==> src/rtl/oneapi_video_pkg.sv <==
// Shared types and constants for the oneAPI video line regulator.
//   state_t        : regulator FSM states
//   TUSER_SOF_BIT  : tuser bit carrying start-of-frame
//   STAT_CNT_BITS  : width of the optional saturating statistics counters
//   sat_inc()      : saturating increment used by the statistics counters
package oneapi_video_pkg;

    typedef enum logic [1:0] {
        IDLE = 2'd0,
        PASS = 2'd1,
        PAD  = 2'd2,
        DROP = 2'd3
    } state_t;

    localparam int TUSER_SOF_BIT = 0;
    localparam int STAT_CNT_BITS = 16;

    function automatic logic [STAT_CNT_BITS-1:0] sat_inc(input logic [STAT_CNT_BITS-1:0] v);
        return (&v) ? v : v + STAT_CNT_BITS'(1);
    endfunction

endpackage

==> src/rtl/oneapi_axis_skid_buffer.sv <==
// Two-entry AXI4-Stream skid buffer. The output is always driven from the
// head register and in_ready depends only on the occupancy register, so no
// combinational path runs from out_ready to in_ready.
//   clk, rst_n          : clock, synchronous active-low reset
//   in_valid/in_ready   : upstream handshake, in_data payload
//   out_valid/out_ready : downstream handshake, out_data payload
module oneapi_axis_skid_buffer #(
    parameter int DATA_BITS = 8
) (
    input  logic                 clk,
    input  logic                 rst_n,
    input  logic                 in_valid,
    output logic                 in_ready,
    input  logic [DATA_BITS-1:0] in_data,
    output logic                 out_valid,
    input  logic                 out_ready,
    output logic [DATA_BITS-1:0] out_data
);

    logic [1:0]           count_q;
    logic [DATA_BITS-1:0] head_q;
    logic [DATA_BITS-1:0] skid_q;
    logic                 push;
    logic                 pop;

    assign in_ready  = (count_q != 2'd2);
    assign out_valid = (count_q != 2'd0);
    assign out_data  = head_q;
    assign push      = in_valid && in_ready;
    assign pop       = out_valid && out_ready;

    always_ff @(posedge clk) begin
        if (!rst_n) begin
            count_q <= 2'd0;
            head_q  <= '0;
            skid_q  <= '0;
        end else begin
            case (count_q)
                2'd0: begin
                    if (push) begin
                        head_q  <= in_data;
                        count_q <= 2'd1;
                    end
                end
                2'd1: begin
                    if (push && pop) begin
                        head_q <= in_data;
                    end else if (push) begin
                        skid_q  <= in_data;
                        count_q <= 2'd2;
                    end else if (pop) begin
                        count_q <= 2'd0;
                    end
                end
                default: begin
                    if (pop) begin
                        head_q  <= skid_q;
                        count_q <= 2'd1;
                    end
                end
            endcase
        end
    end

endmodule

==> src/rtl/oneapi_axi_video_line_regulator.sv <==
// Enforces programmed frame geometry on an AXI4-S video stream (tuser[0]=SOF,
// tlast=EOL). Short lines are padded with zero beats, long lines truncated,
// and an early SOF closes the current frame with padding before it is taken.
// SOF/EOL on the output are regenerated from the col/row counters.
//
//   csi_clk, rsi_reset_n        : clock, synchronous active-low reset
//   cfg_width_beats, cfg_height : geometry, latched when an SOF is accepted
//   axs_*                       : AXI4-S sink (from the Avalon-to-AXI gasket)
//   axm_*                       : AXI4-S source, registered via skid buffer
//   stat_pad/trunc/drop         : one-cycle event pulses
//   Optional (ONEAPI_LINE_REGULATOR_STATS_EN): stat_clear input and 16-bit
//   saturating stat_pad_count, stat_trunc_count, stat_drop_count outputs.
//
// state | meaning
// IDLE  | waiting for SOF; non-SOF beats are discarded
// PASS  | forwarding input beats, counting col/row
// PAD   | emitting zero beats to end of line (or end of frame after early SOF)
// DROP  | discarding surplus beats of a truncated line up to its tlast
module oneapi_axi_video_line_regulator
    import oneapi_video_pkg::*;
#(
    parameter int BITS_AXI    = 24,
    parameter int TUSER_BITS  = 3,
    parameter int WIDTH_BITS  = 16,
    parameter int HEIGHT_BITS = 16
) (
    input  logic                   csi_clk,
    input  logic                   rsi_reset_n,
    input  logic [WIDTH_BITS-1:0]  cfg_width_beats,
    input  logic [HEIGHT_BITS-1:0] cfg_height,
    output logic                   axs_tready,
    input  logic                   axs_tvalid,
    input  logic [BITS_AXI-1:0]    axs_tdata,
    input  logic                   axs_tlast,
    input  logic [TUSER_BITS-1:0]  axs_tuser,
    input  logic                   axm_tready,
    output logic                   axm_tvalid,
    output logic [BITS_AXI-1:0]    axm_tdata,
    output logic                   axm_tlast,
    output logic [TUSER_BITS-1:0]  axm_tuser,
    output logic                   stat_pad,
    output logic                   stat_trunc,
    output logic                   stat_drop
`ifdef ONEAPI_LINE_REGULATOR_STATS_EN
    ,
    input  logic                     stat_clear,
    output logic [STAT_CNT_BITS-1:0] stat_pad_count,
    output logic [STAT_CNT_BITS-1:0] stat_trunc_count,
    output logic [STAT_CNT_BITS-1:0] stat_drop_count
`endif
);

    localparam int PAYLOAD_BITS = TUSER_BITS + 1 + BITS_AXI;

    state_t                   state_q, state_d;
    logic                     pad_eof_q, pad_eof_d;
    logic [WIDTH_BITS-1:0]    col_q, width_q, w_eff;
    logic [HEIGHT_BITS-1:0]   row_q, height_q, h_eff;

    logic                     sof_in;
    logic                     cfg_zero;
    logic                     at_origin, at_eol, at_eof;
    logic                     buf_ready;
    logic                     tready_c;
    logic                     take_beat;
    logic                     latch_cfg;
    logic                     push;
    logic [BITS_AXI-1:0]      push_data;
    logic [TUSER_BITS-1:0]    push_tuser;
    logic [PAYLOAD_BITS-1:0]  out_payload;
    logic                     pad_pulse, trunc_pulse, drop_pulse;
    logic                     tuser_unused;

    assign sof_in       = axs_tuser[TUSER_SOF_BIT];
    assign tuser_unused = ^axs_tuser;
    assign cfg_zero     = (cfg_width_beats == '0) || (cfg_height == '0);

    // In IDLE the geometry being applied to the incoming SOF beat is the live
    // config, since it is latched on that same beat. col/row are always 0 in IDLE.
    assign w_eff     = (state_q == IDLE) ? cfg_width_beats : width_q;
    assign h_eff     = (state_q == IDLE) ? cfg_height : height_q;
    assign at_origin = (col_q == '0) && (row_q == '0);
    assign at_eol    = (col_q == w_eff - WIDTH_BITS'(1));
    assign at_eof    = at_eol && (row_q == h_eff - HEIGHT_BITS'(1));

    always_comb begin
        state_d     = state_q;
        pad_eof_d   = pad_eof_q;
        tready_c    = 1'b0;
        take_beat   = 1'b0;
        latch_cfg   = 1'b0;
        push        = 1'b0;
        push_data   = axs_tdata;
        pad_pulse   = 1'b0;
        trunc_pulse = 1'b0;
        drop_pulse  = 1'b0;

        case (state_q)
            IDLE: begin
                // A valid SOF is held off while the buffer is full rather than lost;
                // everything else is swallowed unconditionally.
                if (sof_in && !cfg_zero) begin
                    tready_c = buf_ready;
                    if (axs_tvalid && buf_ready) begin
                        latch_cfg = 1'b1;
                        take_beat = 1'b1;
                    end
                end else begin
                    tready_c = 1'b1;
                    drop_pulse = axs_tvalid;
                end
            end
            PASS: begin
                // An SOF away from (0,0) is left on the bus; the frame is closed
                // with padding and the SOF is picked up again from IDLE.
                tready_c = buf_ready && !(sof_in && !at_origin);
                if (axs_tvalid && sof_in && !at_origin) begin
                    state_d   = PAD;
                    pad_eof_d = 1'b1;
                end else if (axs_tvalid && buf_ready) begin
                    take_beat = 1'b1;
                end
            end
            PAD: begin
                push_data = '0;
                if (buf_ready) begin
                    push = 1'b1;
                    if (at_eof) begin
                        state_d = IDLE;
                    end else if (at_eol && !pad_eof_q) begin
                        state_d = PASS;
                    end
                end
            end
            default: begin
                // DROP: col/row sit at (0,0) here only once the frame is complete.
                tready_c = !sof_in;
                if (axs_tvalid && sof_in) begin
                    if (at_origin) begin
                        state_d = IDLE;
                    end else begin
                        state_d   = PAD;
                        pad_eof_d = 1'b1;
                    end
                end else if (axs_tvalid) begin
                    drop_pulse = 1'b1;
                    if (axs_tlast) begin
                        state_d = at_origin ? IDLE : PASS;
                    end
                end
            end
        endcase

        if (take_beat) begin
            push = 1'b1;
            if (at_eol && axs_tlast) begin
                state_d = at_eof ? IDLE : PASS;
            end else if (at_eol) begin
                trunc_pulse = 1'b1;
                state_d     = DROP;
            end else if (axs_tlast) begin
                pad_pulse = 1'b1;
                state_d   = PAD;
                pad_eof_d = 1'b0;
            end else begin
                state_d = PASS;
            end
        end
    end

    assign axs_tready = rsi_reset_n && tready_c;
    assign push_tuser = TUSER_BITS'(at_origin) << TUSER_SOF_BIT;

    always_ff @(posedge csi_clk) begin
        if (!rsi_reset_n) begin
            state_q    <= IDLE;
            pad_eof_q  <= 1'b0;
            col_q      <= '0;
            row_q      <= '0;
            width_q    <= '0;
            height_q   <= '0;
            stat_pad   <= 1'b0;
            stat_trunc <= 1'b0;
            stat_drop  <= 1'b0;
        end else begin
            state_q    <= state_d;
            pad_eof_q  <= pad_eof_d;
            stat_pad   <= pad_pulse;
            stat_trunc <= trunc_pulse;
            stat_drop  <= drop_pulse;
            if (latch_cfg) begin
                width_q  <= cfg_width_beats;
                height_q <= cfg_height;
            end
            if (push) begin
                if (at_eol) begin
                    col_q <= '0;
                    row_q <= at_eof ? '0 : row_q + HEIGHT_BITS'(1);
                end else begin
                    col_q <= col_q + WIDTH_BITS'(1);
                end
            end
        end
    end

    oneapi_axis_skid_buffer #(
        .DATA_BITS (PAYLOAD_BITS)
    ) u_skid (
        .clk       (csi_clk),
        .rst_n     (rsi_reset_n),
        .in_valid  (push),
        .in_ready  (buf_ready),
        .in_data   ({push_tuser, at_eol, push_data}),
        .out_valid (axm_tvalid),
        .out_ready (axm_tready),
        .out_data  (out_payload)
    );

    assign {axm_tuser, axm_tlast, axm_tdata} = out_payload;

`ifdef ONEAPI_LINE_REGULATOR_STATS_EN
    always_ff @(posedge csi_clk) begin
        if (!rsi_reset_n || stat_clear) begin
            stat_pad_count   <= '0;
            stat_trunc_count <= '0;
            stat_drop_count  <= '0;
        end else begin
            if (pad_pulse)   stat_pad_count   <= sat_inc(stat_pad_count);
            if (trunc_pulse) stat_trunc_count <= sat_inc(stat_trunc_count);
            if (drop_pulse)  stat_drop_count  <= sat_inc(stat_drop_count);
        end
    end
`endif

endmodule

==> config.mk <==
export PLATFORM = sky130hd
export DESIGN_NAME = oneapi_axi_video_line_regulator
export DESIGN_NICKNAME = d
export VERILOG_FILES = /design/src/rtl/oneapi_video_pkg.sv /design/src/rtl/oneapi_axis_skid_buffer.sv /design/src/rtl/oneapi_axi_video_line_regulator.sv
export SDC_FILE = /design/constraint.sdc
export NUM_CORES = 1
export LEC_CHECK = 0
export BUFFER_PORTS_ARGS = -buffer_cell sky130_fd_sc_hd__buf_2
export CORE_ASPECT_RATIO = 0.75
export CORE_MARGIN = 4
export CORE_UTILIZATION = 62
export DETAILED_ROUTE_END_ITERATION = 16
export GPL_ROUTABILITY_DRIVEN = 1
export PLACE_DENSITY = 0.83
export SYNTH_ARGS = -nofsm -noshare
export SYNTH_HDL_FRONTEND = slang
export SYNTH_HIERARCHICAL = 1
export SYNTH_SLANG_ARGS = --single-unit
export TNS_END_PERCENT = 5
==> constraint.sdc <==
create_clock -name csi_clk -period 6.9 [get_ports csi_clk]
set_clock_uncertainty 0.15 [all_clocks]
set_input_delay 0.345 -clock csi_clk [delete_from_list [all_inputs] [get_ports csi_clk]]
set_output_delay 0.345 -clock csi_clk [all_outputs]
set_load 0.01 [all_outputs]
==> summary.md <==
| Metric | Value |
|---|---|
| Part of the total power dissipated in combinational logic | 0.392 |
| Critical Path Source | state_q[0] |
| Die area | 14700 um2 |
| Sum of overflow across all layers after global routing | 0 |
| Floorplan core area | 12400 um2 |
| Overall track demand over capacity in global routing | 0.274 |
| 1st-pass router iterations | 7 |
| Switch share | 0.369 |
| Setup tns final | 0 ns |
| Nets@finish | 1121 |
| Vias | 7431 |
| Starting density of the core | 0.640 |
| Clock sinks | 128 |
| HP Class | in2reg |
| Combined area of the multi-input logic cells | 4990 um2 |
| Max-capacitance violation count | 0 |
| Number of synthesized flops with an enable pin | 0 |
| Root buffer cell | sky130_fd_sc_hd__clkbuf_16 |
| Number of buffers added by the clock tree synthesis step | 17 |
| Pin count of the biggest net entering global routing | 96 |
| Kind of end point of the critical path | flop |
| Width of the chip | 139 um |
| Top FF cell, synth | sky130_fd_sc_hd__dfxtp_1 |
| IO buf count | 94 |
| Die span in y | 106 um |
| Later-pin clock latency in the skew report | 0.42 ns |
| Worst VDD drop | 0.202 mV |
| Gate count of the mapped netlist | 986 |
| Routed WL per cell | 16.9 um |
| Power density cells | 348 nW/um2 |
| Clock network power share | 0.319 |
| Final period utilization | 0.712 |
| Post-detailed-route DRC marker count | 0 |
| Max-slew violation count | 0 |
| LEAKAGE | 3.76 nW |
| Fraction of power consumed by sequential logic | 0.289 |
| Core Rows | 35 |
| Final Hold Vio Count | 0 |
| H-tree lvl count | 4 |
| Number of antenna violations at the first check in global routing | 1 |
| Switching component of the power | 0.00116 W |
| Most common cell after layout, fill and taps aside | sky130_fd_sc_hd__nand2_1 |
| Synthesized area | 7940 um2 |
| Slew at the pin closest to its max-slew limit | 1.17 ns |
| Count of cell types in the netlist | 82 |
| Share of the yosys chip area belonging to registers | 0.323 |
| RSZ-0062 raised after global routing | no |
| Reg2reg start | state_q[0] |
| Arrival time at the worst endpoint | 5.02 ns |
| Category of the critical setup timing path | reg2reg |
| Clock tree from TritonCTS | done |
| Total area of sequential cells | 2560 um2 |
| Top-Level Pins | 97 |
| Antenna Violating Nets Remaining | 0 |
| Fraction of final layout cells sized beyond drive strength 1 | 0.152 |
| Post-synthesis to final-layout area growth | 13.9% |
| Final Critical Period | 4.91 ns |
| First-pass GRT wire length | 33800 um |
| Commonest cells after routing, fill and taps aside | 130 x sky130_fd_sc_hd__nand2_1, 127 x sky130_fd_sc_hd__dfxtp_1, 94 x sky130_fd_sc_hd__buf_2 |
| Wire length reported by the detailed router | 20600 um |
| Worst-path maximum fanout | 46 |
| Proportion of register bits with asynchronous set or reset after synthesis | 0 |
| Post-CTS setup buffers | 0 |
| P_int | 0.00198 W |
| Number of design-rule violations left by the first detailed-router iteration | 812 |
| Vias per std cell | 6.08 |
| Detail Placement HPWL | 13900 um |
| Fmax | 0.204 GHz |
| Placement-stage cell area | 8380 um2 |
| Routability congestion estimate | 0.945 |
| Diodes inserted | 0 |
| Required time of the worst setup path | 7.01 ns |
| Category of the worst setup path launch point | flop |
| Via count of the first global-routing pass | 6893 |
| Outcome | complete, no violations |
| Worst-path clk slew | 0.06 ns |
| Final instance area | 9040 um2 |
| Maximum buffer depth of the clock tree | 2 |
| Worst hold path startpoint | cfg_width_beats[5] |
| Number of storage elements in the synthesis netlist | 128 |
| Max-slew headroom | 0.223 |
| Per-instance average area after synthesis | 8.05 um2 |
| Final-report setup violation count | 0 |
| Fillers | 959 |
| Ys Warns | 6 |
-- registers in the layout, summed over array words and instances, names as in the netlist --
register / flops
u_skid/skid_q: 28
col_q: 16
u_skid/count_q: 2
stat_drop: 1
u_skid/out_data: 28
row_q: 16
width_q: 16
stat_trunc: 1
pad_eof_q: 1
height_q: 16
state_q: 2
stat_pad: 1
-- power groups by stage --
| stage | combinational, W | sequential [W] | clock (W) |
|---|---|---|---|
| global placement | 0.00118 | 0.000920 | 0 |
| detailed placement | 0.00120 | 0.000924 | 0 |
| CTS | 0.00122 | 0.000909 | 0.00101 |
| global route | 0.00135 | 0.000923 | 0.00105 |
| finish | 0.00123 | 0.000909 | 0.00100 |
| floorplan | 0.000919 | 0.000940 | 0 |
-- timing repair --
action / 4_1_cts / 5_1_grt
endpoints found under the hold margin: 1 / 0
resized for setup: 0 / 0
setup endpoints to repair: 0 / 0
hold buffers: 1 / 0
-- critical path, cell delays in order (launching register included) --
cell and delay, ns:
sky130_fd_sc_hd__dfxtp_1 0.35, sky130_fd_sc_hd__inv_1 0.14, sky130_fd_sc_hd__ha_4 0.58, sky130_fd_sc_hd__buf_4 0.50, sky130_fd_sc_hd__mux2i_1 0.36, sky130_fd_sc_hd__ha_1 0.32
sky130_fd_sc_hd__o21ai_1 0.21, sky130_fd_sc_hd__nor4_1 0.31, sky130_fd_sc_hd__a211oi_1 0.09, sky130_fd_sc_hd__o31a_1 0.32, sky130_fd_sc_hd__nor4_1 0.53, sky130_fd_sc_hd__nand2_1 0.17
sky130_fd_sc_hd__o21ai_2 0.55, sky130_fd_sc_hd__nor2_1 0.15
-- layer usage --
layer	track usage	vias to the layer above	share of wire
li1	-	3649	-
met1	0.382	3458	0.46
met2	0.423	272	0.45
met3	0.0508	50	0.065
met4	0.107	2	0.023
met5	0	-	0.00034
-- final cells by class --
type | instances | share of cell area
clock buffer | 18 | 0.0486
clock inverter | 13 | 0.0232
inverter | 23 | 0.00955
multi-input combinational | 772 | 0.552
sequential | 128 | 0.284
tap | 166 | 0.0230
timing repair buffer | 103 | 0.0598
-- worst paths after layout --
path / endpoint / slack [ns] / cells past startpoint
worst max-delay path: row_q[5] / 1.99 / 13
worst min-delay path: width_q[5] / 0.03 / 3
worst max register to register: row_q[5] / 1.99 / 13
worst min register to register: u_skid/skid_q[9] / 0.30 / 2
-- synth_stat cells (6+ instances only) --
master / n / share of area
sky130_fd_sc_hd__xnor2_1: 49 / 0.054
sky130_fd_sc_hd__and2_1: 6 / 0.0047
sky130_fd_sc_hd__o21ai_1: 31 / 0.020
sky130_fd_sc_hd__o21ai_0: 10 / 0.0063
sky130_fd_sc_hd__clkbuf_1: 31 / 0.015
sky130_fd_sc_hd__nor3_1: 34 / 0.021
sky130_fd_sc_hd__nor3b_1: 11 / 0.010
sky130_fd_sc_hd__xor2_1: 28 / 0.031
sky130_fd_sc_hd__nand4_1: 20 / 0.016
sky130_fd_sc_hd__inv_1: 20 / 0.0095
sky130_fd_sc_hd__nor2b_1: 29 / 0.023
sky130_fd_sc_hd__dfxtp_1: 128 / 0.32
sky130_fd_sc_hd__or3_1: 7 / 0.0055
sky130_fd_sc_hd__nand2_1: 130 / 0.061
sky130_fd_sc_hd__nor4_1: 22 / 0.017
sky130_fd_sc_hd__o211a_1: 28 / 0.035
sky130_fd_sc_hd__nor2_1: 57 / 0.027
sky130_fd_sc_hd__and3_1: 13 / 0.010
sky130_fd_sc_hd__nand3_1: 71 / 0.045
sky130_fd_sc_hd__mux2i_1: 62 / 0.078
sky130_fd_sc_hd__a31oi_1: 7 / 0.0055
sky130_fd_sc_hd__a21oi_1: 50 / 0.032
sky130_fd_sc_hd__buf_2: 26 / 0.016
sky130_fd_sc_hd__ha_1: 12 / 0.019
-- cell families (layout without fill, tap and decap cells) --
logic type / after synthesis / in the layout / synth area share
muxes: 68 / 68 / 0.0867
and+or+nand+nor: 433 / 433 / 0.278
other: 1 / 4 / 0.000473
adders and majority gates: 12 / 12 / 0.0189
AOI/OAI and AO/OA: 178 / 178 / 0.157
DFF: 128 / 128 / 0.323
xor gates and xnor gates: 77 / 77 / 0.0850
buffers and inverters: 89 / 157 / 0.0514
-- stage by stage --
step	util	total power, W	instances	worst slack [ns]	hold slack [ns]
CTS	0.730	0.00314	1223	2.01	0.0261
floorplan	-	0.00186	989	2.50	0.271
global placement	0.676	0.00210	1191	2.21	0.285
global route	0.730	0.00332	1223	1.64	0.0456
detailed placement	0.676	0.00212	1191	2.13	0.291
finish	0.730	0.00314	1223	1.99	0.0276
(Power assumes the default switching activity.)
